==> config.mk <==
export PLATFORM = sky130hd
export DESIGN_NAME = mem_arbiter_flat
export DESIGN_NICKNAME = d
export VERILOG_FILES = /design/src/rtl/mem_arbiter_if.sv /design/src/rtl/mem_arbiter.sv /design/src/flat_wrapper.sv
export SDC_FILE = /design/constraint.sdc
export NUM_CORES = 1
export LEC_CHECK = 0
export CAP_MARGIN = 0
export CORE_UTILIZATION = 30
export DETAILED_ROUTE_END_ITERATION = 8
export PLACE_DENSITY = 0.69
export SETUP_SLACK_MARGIN = 0.15
export SLEW_MARGIN = 0
export SYNTH_ARGS = -nofsm -noshare
export SYNTH_HDL_FRONTEND = slang
export SYNTH_SLANG_ARGS = --single-unit
==> constraint.sdc <==
create_clock -name clk -period 2 [get_ports clk]
set_clock_uncertainty 0.1 [all_clocks]
set_input_delay 0.3 -clock clk [delete_from_list [all_inputs] [get_ports clk]]
set_output_delay 0.3 -clock clk [all_outputs]
set_load 0.005 [all_outputs]
==> src/rtl/mem_arbiter_if.sv <==
// Bundle of the two requester ports, the clear handshake and the memory command bus.
// The slave modport is the arbiter's view; master is the requesters' and memory's view.
interface mem_arbiter_if;
   logic        req0;
   logic        we0;
   logic [31:0] addr0;
   logic [31:0] wdata0;
   logic        done0;
   logic        err0;
   logic [31:0] rdata0;
   logic        req1;
   logic        we1;
   logic [31:0] addr1;
   logic [31:0] wdata1;
   logic        done1;
   logic        err1;
   logic [31:0] rdata1;
   logic        clr;
   logic        clr_done;
   logic        busy;
   logic [31:0] mem_addr;
   logic [31:0] mem_data;
   logic        mem_w;
   logic        mem_r;
   logic        mem_reset;
   logic [31:0] mem_rdata;

   modport slave (
      input  req0, we0, addr0, wdata0, req1, we1, addr1, wdata1, clr, mem_rdata,
      output done0, err0, rdata0, done1, err1, rdata1, clr_done, busy,
             mem_addr, mem_data, mem_w, mem_r, mem_reset
   );

   modport master (
      output req0, we0, addr0, wdata0, req1, we1, addr1, wdata1, clr, mem_rdata,
      input  done0, err0, rdata0, done1, err1, rdata1, clr_done, busy,
             mem_addr, mem_data, mem_w, mem_r, mem_reset
   );
endinterface

==> src/rtl/mem_arbiter.sv <==
// Two-port round-robin arbiter that serialises read/write/clear requests onto a
// single-port memory with registered read data. Every output is a flop.
module mem_arbiter #(
   parameter int unsigned MEM_SIZE = 32
) (
   input logic         clk,
   input logic         reset,
   mem_arbiter_if.slave bus
);

   typedef enum logic [2:0] {StIdle, StClr, StCmd, StCapt, StDone} state_e;

   state_e      state_q, state_d;
   logic        ptr_q, ptr_d;
   logic        gnt_q, gnt_d;
   logic        we_q, we_d;
   logic [31:0] addr_q, addr_d;
   logic [31:0] wdata_q, wdata_d;
   logic        bad_q, bad_d;
   logic        clr_q, clr_d;
   logic        sel;
   logic        is_cmd, is_done;

   logic        done0_q, done0_d, done1_q, done1_d;
   logic        err0_q, err0_d, err1_q, err1_d;
   logic [31:0] rdata0_q, rdata0_d, rdata1_q, rdata1_d;
   logic        clr_done_q, clr_done_d;
   logic        busy_q, busy_d;
   logic [31:0] mem_addr_q, mem_addr_d, mem_data_q, mem_data_d;
   logic        mem_w_q, mem_w_d, mem_r_q, mem_r_d, mem_reset_q, mem_reset_d;

   always_comb begin
      state_d  = state_q;
      ptr_d    = ptr_q;
      gnt_d    = gnt_q;
      we_d     = we_q;
      addr_d   = addr_q;
      wdata_d  = wdata_q;
      bad_d    = bad_q;
      clr_d    = clr_q;
      rdata0_d = rdata0_q;
      rdata1_d = rdata1_q;
      sel      = ptr_q;
      unique case (state_q)
         StIdle: begin
            if (bus.clr) begin
               state_d = StClr;
               clr_d   = 1'b1;
            end else if (bus.req0 || bus.req1) begin
               // With both pending the pointer decides; otherwise the lone requester wins.
               sel     = (bus.req0 && bus.req1) ? ptr_q : bus.req1;
               gnt_d   = sel;
               we_d    = sel ? bus.we1 : bus.we0;
               addr_d  = sel ? bus.addr1 : bus.addr0;
               wdata_d = sel ? bus.wdata1 : bus.wdata0;
               bad_d   = (addr_d >= MEM_SIZE);
               clr_d   = 1'b0;
               state_d = bad_d ? StDone : StCmd;
            end
         end
         StClr:  state_d = StDone;
         StCmd:  state_d = we_q ? StDone : StCapt;
         StCapt: begin
            if (gnt_q) rdata1_d = bus.mem_rdata;
            else       rdata0_d = bus.mem_rdata;
            state_d = StDone;
         end
         StDone: begin
            state_d = StIdle;
            if (!clr_q) ptr_d = ~gnt_q;
         end
         default: state_d = StIdle;
      endcase

      // Outputs are decoded from the next state so they register in the cycle they belong to.
      is_cmd      = (state_d == StCmd);
      is_done     = (state_d == StDone);
      mem_addr_d  = is_cmd ? addr_d : '0;
      mem_data_d  = is_cmd ? wdata_d : '0;
      mem_w_d     = is_cmd && we_d;
      mem_r_d     = is_cmd && !we_d;
      mem_reset_d = (state_d == StClr);
      clr_done_d  = is_done && clr_d;
      done0_d     = is_done && !clr_d && !gnt_d;
      done1_d     = is_done && !clr_d && gnt_d;
      err0_d      = done0_d && bad_d;
      err1_d      = done1_d && bad_d;
      busy_d      = (state_d != StIdle);
   end

   always_ff @(posedge clk or negedge reset) begin
      if (!reset) begin
         state_q     <= StIdle;
         ptr_q       <= 1'b0;
         gnt_q       <= 1'b0;
         we_q        <= 1'b0;
         addr_q      <= '0;
         wdata_q     <= '0;
         bad_q       <= 1'b0;
         clr_q       <= 1'b0;
         done0_q     <= 1'b0;
         done1_q     <= 1'b0;
         err0_q      <= 1'b0;
         err1_q      <= 1'b0;
         rdata0_q    <= '0;
         rdata1_q    <= '0;
         clr_done_q  <= 1'b0;
         busy_q      <= 1'b0;
         mem_addr_q  <= '0;
         mem_data_q  <= '0;
         mem_w_q     <= 1'b0;
         mem_r_q     <= 1'b0;
         mem_reset_q <= 1'b0;
      end else begin
         state_q     <= state_d;
         ptr_q       <= ptr_d;
         gnt_q       <= gnt_d;
         we_q        <= we_d;
         addr_q      <= addr_d;
         wdata_q     <= wdata_d;
         bad_q       <= bad_d;
         clr_q       <= clr_d;
         done0_q     <= done0_d;
         done1_q     <= done1_d;
         err0_q      <= err0_d;
         err1_q      <= err1_d;
         rdata0_q    <= rdata0_d;
         rdata1_q    <= rdata1_d;
         clr_done_q  <= clr_done_d;
         busy_q      <= busy_d;
         mem_addr_q  <= mem_addr_d;
         mem_data_q  <= mem_data_d;
         mem_w_q     <= mem_w_d;
         mem_r_q     <= mem_r_d;
         mem_reset_q <= mem_reset_d;
      end
   end

   assign bus.done0     = done0_q;
   assign bus.done1     = done1_q;
   assign bus.err0      = err0_q;
   assign bus.err1      = err1_q;
   assign bus.rdata0    = rdata0_q;
   assign bus.rdata1    = rdata1_q;
   assign bus.clr_done  = clr_done_q;
   assign bus.busy      = busy_q;
   assign bus.mem_addr  = mem_addr_q;
   assign bus.mem_data  = mem_data_q;
   assign bus.mem_w     = mem_w_q;
   assign bus.mem_r     = mem_r_q;
   assign bus.mem_reset = mem_reset_q;

endmodule
==> src/flat_wrapper.sv <==
// flat-port wrapper written by rule: the top's interface ports become plain ports
module mem_arbiter_flat 
#(
   parameter int unsigned MEM_SIZE = 32
)
  (clk, reset, bus_req0, bus_we0, bus_addr0, bus_wdata0, bus_req1, bus_we1, bus_addr1, bus_wdata1, bus_clr, bus_mem_rdata, bus_done0, bus_err0, bus_rdata0, bus_done1, bus_err1, bus_rdata1, bus_clr_done, bus_busy, bus_mem_addr, bus_mem_data, bus_mem_w, bus_mem_r, bus_mem_reset);
  mem_arbiter_if bus_i ();
  input logic clk;
  input logic reset;
  input wire logic [$bits(bus_i.req0)-1:0] bus_req0;
  input wire logic [$bits(bus_i.we0)-1:0] bus_we0;
  input wire logic [$bits(bus_i.addr0)-1:0] bus_addr0;
  input wire logic [$bits(bus_i.wdata0)-1:0] bus_wdata0;
  input wire logic [$bits(bus_i.req1)-1:0] bus_req1;
  input wire logic [$bits(bus_i.we1)-1:0] bus_we1;
  input wire logic [$bits(bus_i.addr1)-1:0] bus_addr1;
  input wire logic [$bits(bus_i.wdata1)-1:0] bus_wdata1;
  input wire logic [$bits(bus_i.clr)-1:0] bus_clr;
  input wire logic [$bits(bus_i.mem_rdata)-1:0] bus_mem_rdata;
  output wire logic [$bits(bus_i.done0)-1:0] bus_done0;
  output wire logic [$bits(bus_i.err0)-1:0] bus_err0;
  output wire logic [$bits(bus_i.rdata0)-1:0] bus_rdata0;
  output wire logic [$bits(bus_i.done1)-1:0] bus_done1;
  output wire logic [$bits(bus_i.err1)-1:0] bus_err1;
  output wire logic [$bits(bus_i.rdata1)-1:0] bus_rdata1;
  output wire logic [$bits(bus_i.clr_done)-1:0] bus_clr_done;
  output wire logic [$bits(bus_i.busy)-1:0] bus_busy;
  output wire logic [$bits(bus_i.mem_addr)-1:0] bus_mem_addr;
  output wire logic [$bits(bus_i.mem_data)-1:0] bus_mem_data;
  output wire logic [$bits(bus_i.mem_w)-1:0] bus_mem_w;
  output wire logic [$bits(bus_i.mem_r)-1:0] bus_mem_r;
  output wire logic [$bits(bus_i.mem_reset)-1:0] bus_mem_reset;
  assign bus_i.req0 = bus_req0;
  assign bus_i.we0 = bus_we0;
  assign bus_i.addr0 = bus_addr0;
  assign bus_i.wdata0 = bus_wdata0;
  assign bus_i.req1 = bus_req1;
  assign bus_i.we1 = bus_we1;
  assign bus_i.addr1 = bus_addr1;
  assign bus_i.wdata1 = bus_wdata1;
  assign bus_i.clr = bus_clr;
  assign bus_i.mem_rdata = bus_mem_rdata;
  assign bus_done0 = bus_i.done0;
  assign bus_err0 = bus_i.err0;
  assign bus_rdata0 = bus_i.rdata0;
  assign bus_done1 = bus_i.done1;
  assign bus_err1 = bus_i.err1;
  assign bus_rdata1 = bus_i.rdata1;
  assign bus_clr_done = bus_i.clr_done;
  assign bus_busy = bus_i.busy;
  assign bus_mem_addr = bus_i.mem_addr;
  assign bus_mem_data = bus_i.mem_data;
  assign bus_mem_w = bus_i.mem_w;
  assign bus_mem_r = bus_i.mem_r;
  assign bus_mem_reset = bus_i.mem_reset;
  mem_arbiter #(.MEM_SIZE(MEM_SIZE)) u_core (.clk(clk), .reset(reset), .bus(bus_i));
endmodule
==> metrics <==
status=finished, violations left; failing checks=DRC; largest area contributor in the netlist=dfrtp_1; Routed WL=~17000 microns; register area share after synthesis=0.648; ant diodes=0; hpwl dp=12700 microns; Critical R2R Launch=u_core.state_q[2]; critical-path cell list=clkdlybuf4s50_1, nor4_1, nand2_1, nor4_4, buf_4, buf_4, o21ai_0, o41ai_1; Core Region=18100 sq um; Clock transition at path regs=0.06 ns; Final setup viols=0; worst-skew pair later-pin latency=0.41 ns; most used cell, CP=buf_4; Buf+Inv Stages, Crit Path=3; CTS Buffer Depth=2; non-filler cells, final=973; Reg2Reg Depth=3; leakage power=about 0.0043 uW; Crit Path Category=in2reg; WL/cell=17.5 microns; overflow left after global routing=0; CP endpoint=u_core.state_q[1]; Syn Inst Count=between 300 and 400; count of final max-slew check failures=0; highest cell delay on the worst timing path=0.41 ns; commonest cells after routing, fill and taps aside=298 x clkdlybuf4s50_1, 143 x dfrtp_1, 63 x mux2_2; first-pass GRT wire length=26300 microns; Area Overhead vs Synth=77.6%; Top delay family on crit path=simple AND/OR/NAND/NOR gates; GRT Util Overall=0.182; Placed Cells incl. Taps=about 930; CP Depth=8; Final Net Count=898; routability congestion estimate=roughly 0.85; Worst VDD drop=0.568 mV; RSZ-0062 raised after global routing=true; max_cap viols=0; CP Launch Point=bus_addr0[15]; Reg2Reg Setup Slack=0.28 ns; DP Area=9170 sq um; number of sinks on the clock net=145; Area contributors post-synth=dfrtp_1 65%, mux2_2 13%, mux2i_1 6.8%; Worst Path Required=approximately 2.2 ns; layout cell share with drive strength beyond 1=0.233; H-tree levels=4; setup TNS=0 ns; Setup crit start kind=input port; Synth Warn #=0; routed via count=4391; fin worst setup slack=0.204 ns; I/O Pins=304; Crit Reg-Reg Endpoint=u_core.bus.rdata0[17]; synth unique cells=36; area share of the largest cell type after synthesis=0.648; Max Clock Freq=between 0.5 and 0.6 GHz; DRT iter0 DRCs=between 100 and 150; Die Span Y=139 microns; initial antenna violation count=0; CTS tree=yes; post-route cell area=between 9000 and 10000 sq um; Cell Rows=49; Die W=~140 microns; Placement Setup Slack=-0.480 ns; CP arrival=2.00 ns; Worst Setup End Kind=flip-flop; Power Density=between 700 and 800 nW/um^2; Die ar.=between 15000 and 20000 sq um; Root Buffer=clkbuf_16; via/cell ratio=around 4.5; vias in the first global route=4791; DRC=17; commonest non-fill, non-tap cell in the layout=clkdlybuf4s50_1; Hold Path Class=in2async; Tmin final=1.80 ns; Num CTS Buffers=17; Mapped Avg Cell Area=14.8 sq um; largest net degree at the start of global routing=49; Slowest-stage cell, CP=clkdlybuf4s50_1; fin crit share=0.898; DRT Pass-1 Iters=9; #FFs+latches synth=approximately 150; Crit Path Max Fanout=4; post-detailed-route count of antenna-violating nets=0; number of hold violations in the final report=0; Port Buffer Count=303; mapped cell area=5600 sq um; initial core utilization=0.308
==> state kept, by name, indices dropped and copies added (netlist names), 3 cells and up <==
name	flops
u_core.bus.rdata0	32
u_core.bus.mem_data	32
u_core.bus.mem_addr	32
u_core.state_q	3
u_core.bus.rdata1	32
==> worst min-delay path by stage <==
stage | cells after the start | start | to
2_1_floorplan | 0 | reset | u_core.bad_q
3_3_place_gp | 1 | reset | u_core.bus.rdata0[17]
3_5_place_dp | 1 | reset | u_core.bus.rdata1[16]
4_1_cts | 2 | reset | u_core.bus.rdata1[28]
5_1_grt | 2 | reset | u_core.bus.rdata1[28]
6_report | 2 | reset | u_core.bus.rdata1[16]
==> final cells by class <==
class / count / area, sq um
clock buffers: 17 / 425
fillers: 1497 / 8210
multi-input cells: 227 / 2020
clock inverters: 15 / 139
inverters: 2 / 7.51
repair buffers: 338 / 3430
flip-flops and latches: 145 / 3630
well taps: 229 / 287
==> per-layer routing <==
layer	global-route usage	vias up	share of wire	wire [microns]
met5	0	-	0	0
met4	0.0544	0	0.014	230
met3	0.0767	17	0.089	1510
met2	0.333	193	0.54	9220
met1	0.188	2142	0.36	6070
li1	-	2039	-	-
==> where the power goes <==
group	switching [uW]	leakage, uW	internal [uW]
Clock	1380	0.000280	1650
Combinational	505	0.00218	721
Sequential	145	0.00187	3090
==> Yosys cell counts <==
master,instances
o21ai_0,3
nor4bb_1,1
buf_6,3
buf_1,3
a41o_1,1
nor4b_1,2
nand2_1,7
o21ai_1,1
nor3_1,21
conb_1,1
or3_1,3
o32ai_1,1
mux2_2,63
clkbuf_1,9
o41ai_1,1
nor2_2,1
nor2_1,6
nand4_1,2
nor3b_1,1
a31o_2,1
nor3_2,20
buf_2,13
dfrtp_1,145
nand4b_1,1
o21ai_2,1
a21oi_1,3
nor4_4,3
buf_4,2
o21a_1,2
inv_1,2
mux2i_1,38
mux2_1,1
nand3_1,1
a22o_1,1
o31ai_1,1
nor4_1,13
==> through the flow <==
step / power, uW / hold slack [ns] / util
after floorplan: 3700 / -0.0956 / -
after global placement: 4490 / 0.169 / 0.505
after detailed placement: 4510 / 0.184 / 0.505
after CTS: 7600 / 0.300 / 0.545
after global routing: 7880 / 0.330 / 0.548
final: 7500 / 0.305 / 0.548
==> worst register-to-register path, delay by kind of cell, from the launching register on <==
family | cells | cell delay [ns]
mux | 1 | 0.41
simple gates | 1 | 0.36
flops | 1 | 0.50
buf+inv | 1 | 0.25
==> timing repair <==
| item | 4_1_cts | 5_1_grt |
|---|---|---|
| cloned | 2 | 2 |
| endpoints found under the hold margin | 42 | 0 |
| buffers inserted | 3 | 0 |
| setup endpoints to repair | 42 | 55 |
| hold buffers | 1 | 0 |
| pin swaps | 5 | 0 |
| gates resized for setup | 14 | 9 |
==> kinds of logic (layout without fill, tap and decap cells) <==
family                 Yosys count  in the layout  share of synthesized area
other                            1             27                   0.000670
flip-flops                     145            145                      0.648
AO/OA/AOI/OAI                   16             16                     0.0199
AND/OR/NAND/NOR                 82             82                      0.105
multiplexers                   102            102                      0.197
buffers and inverters           32            372                     0.0297
No activity file was read; power rests on OpenSTA's default activity.
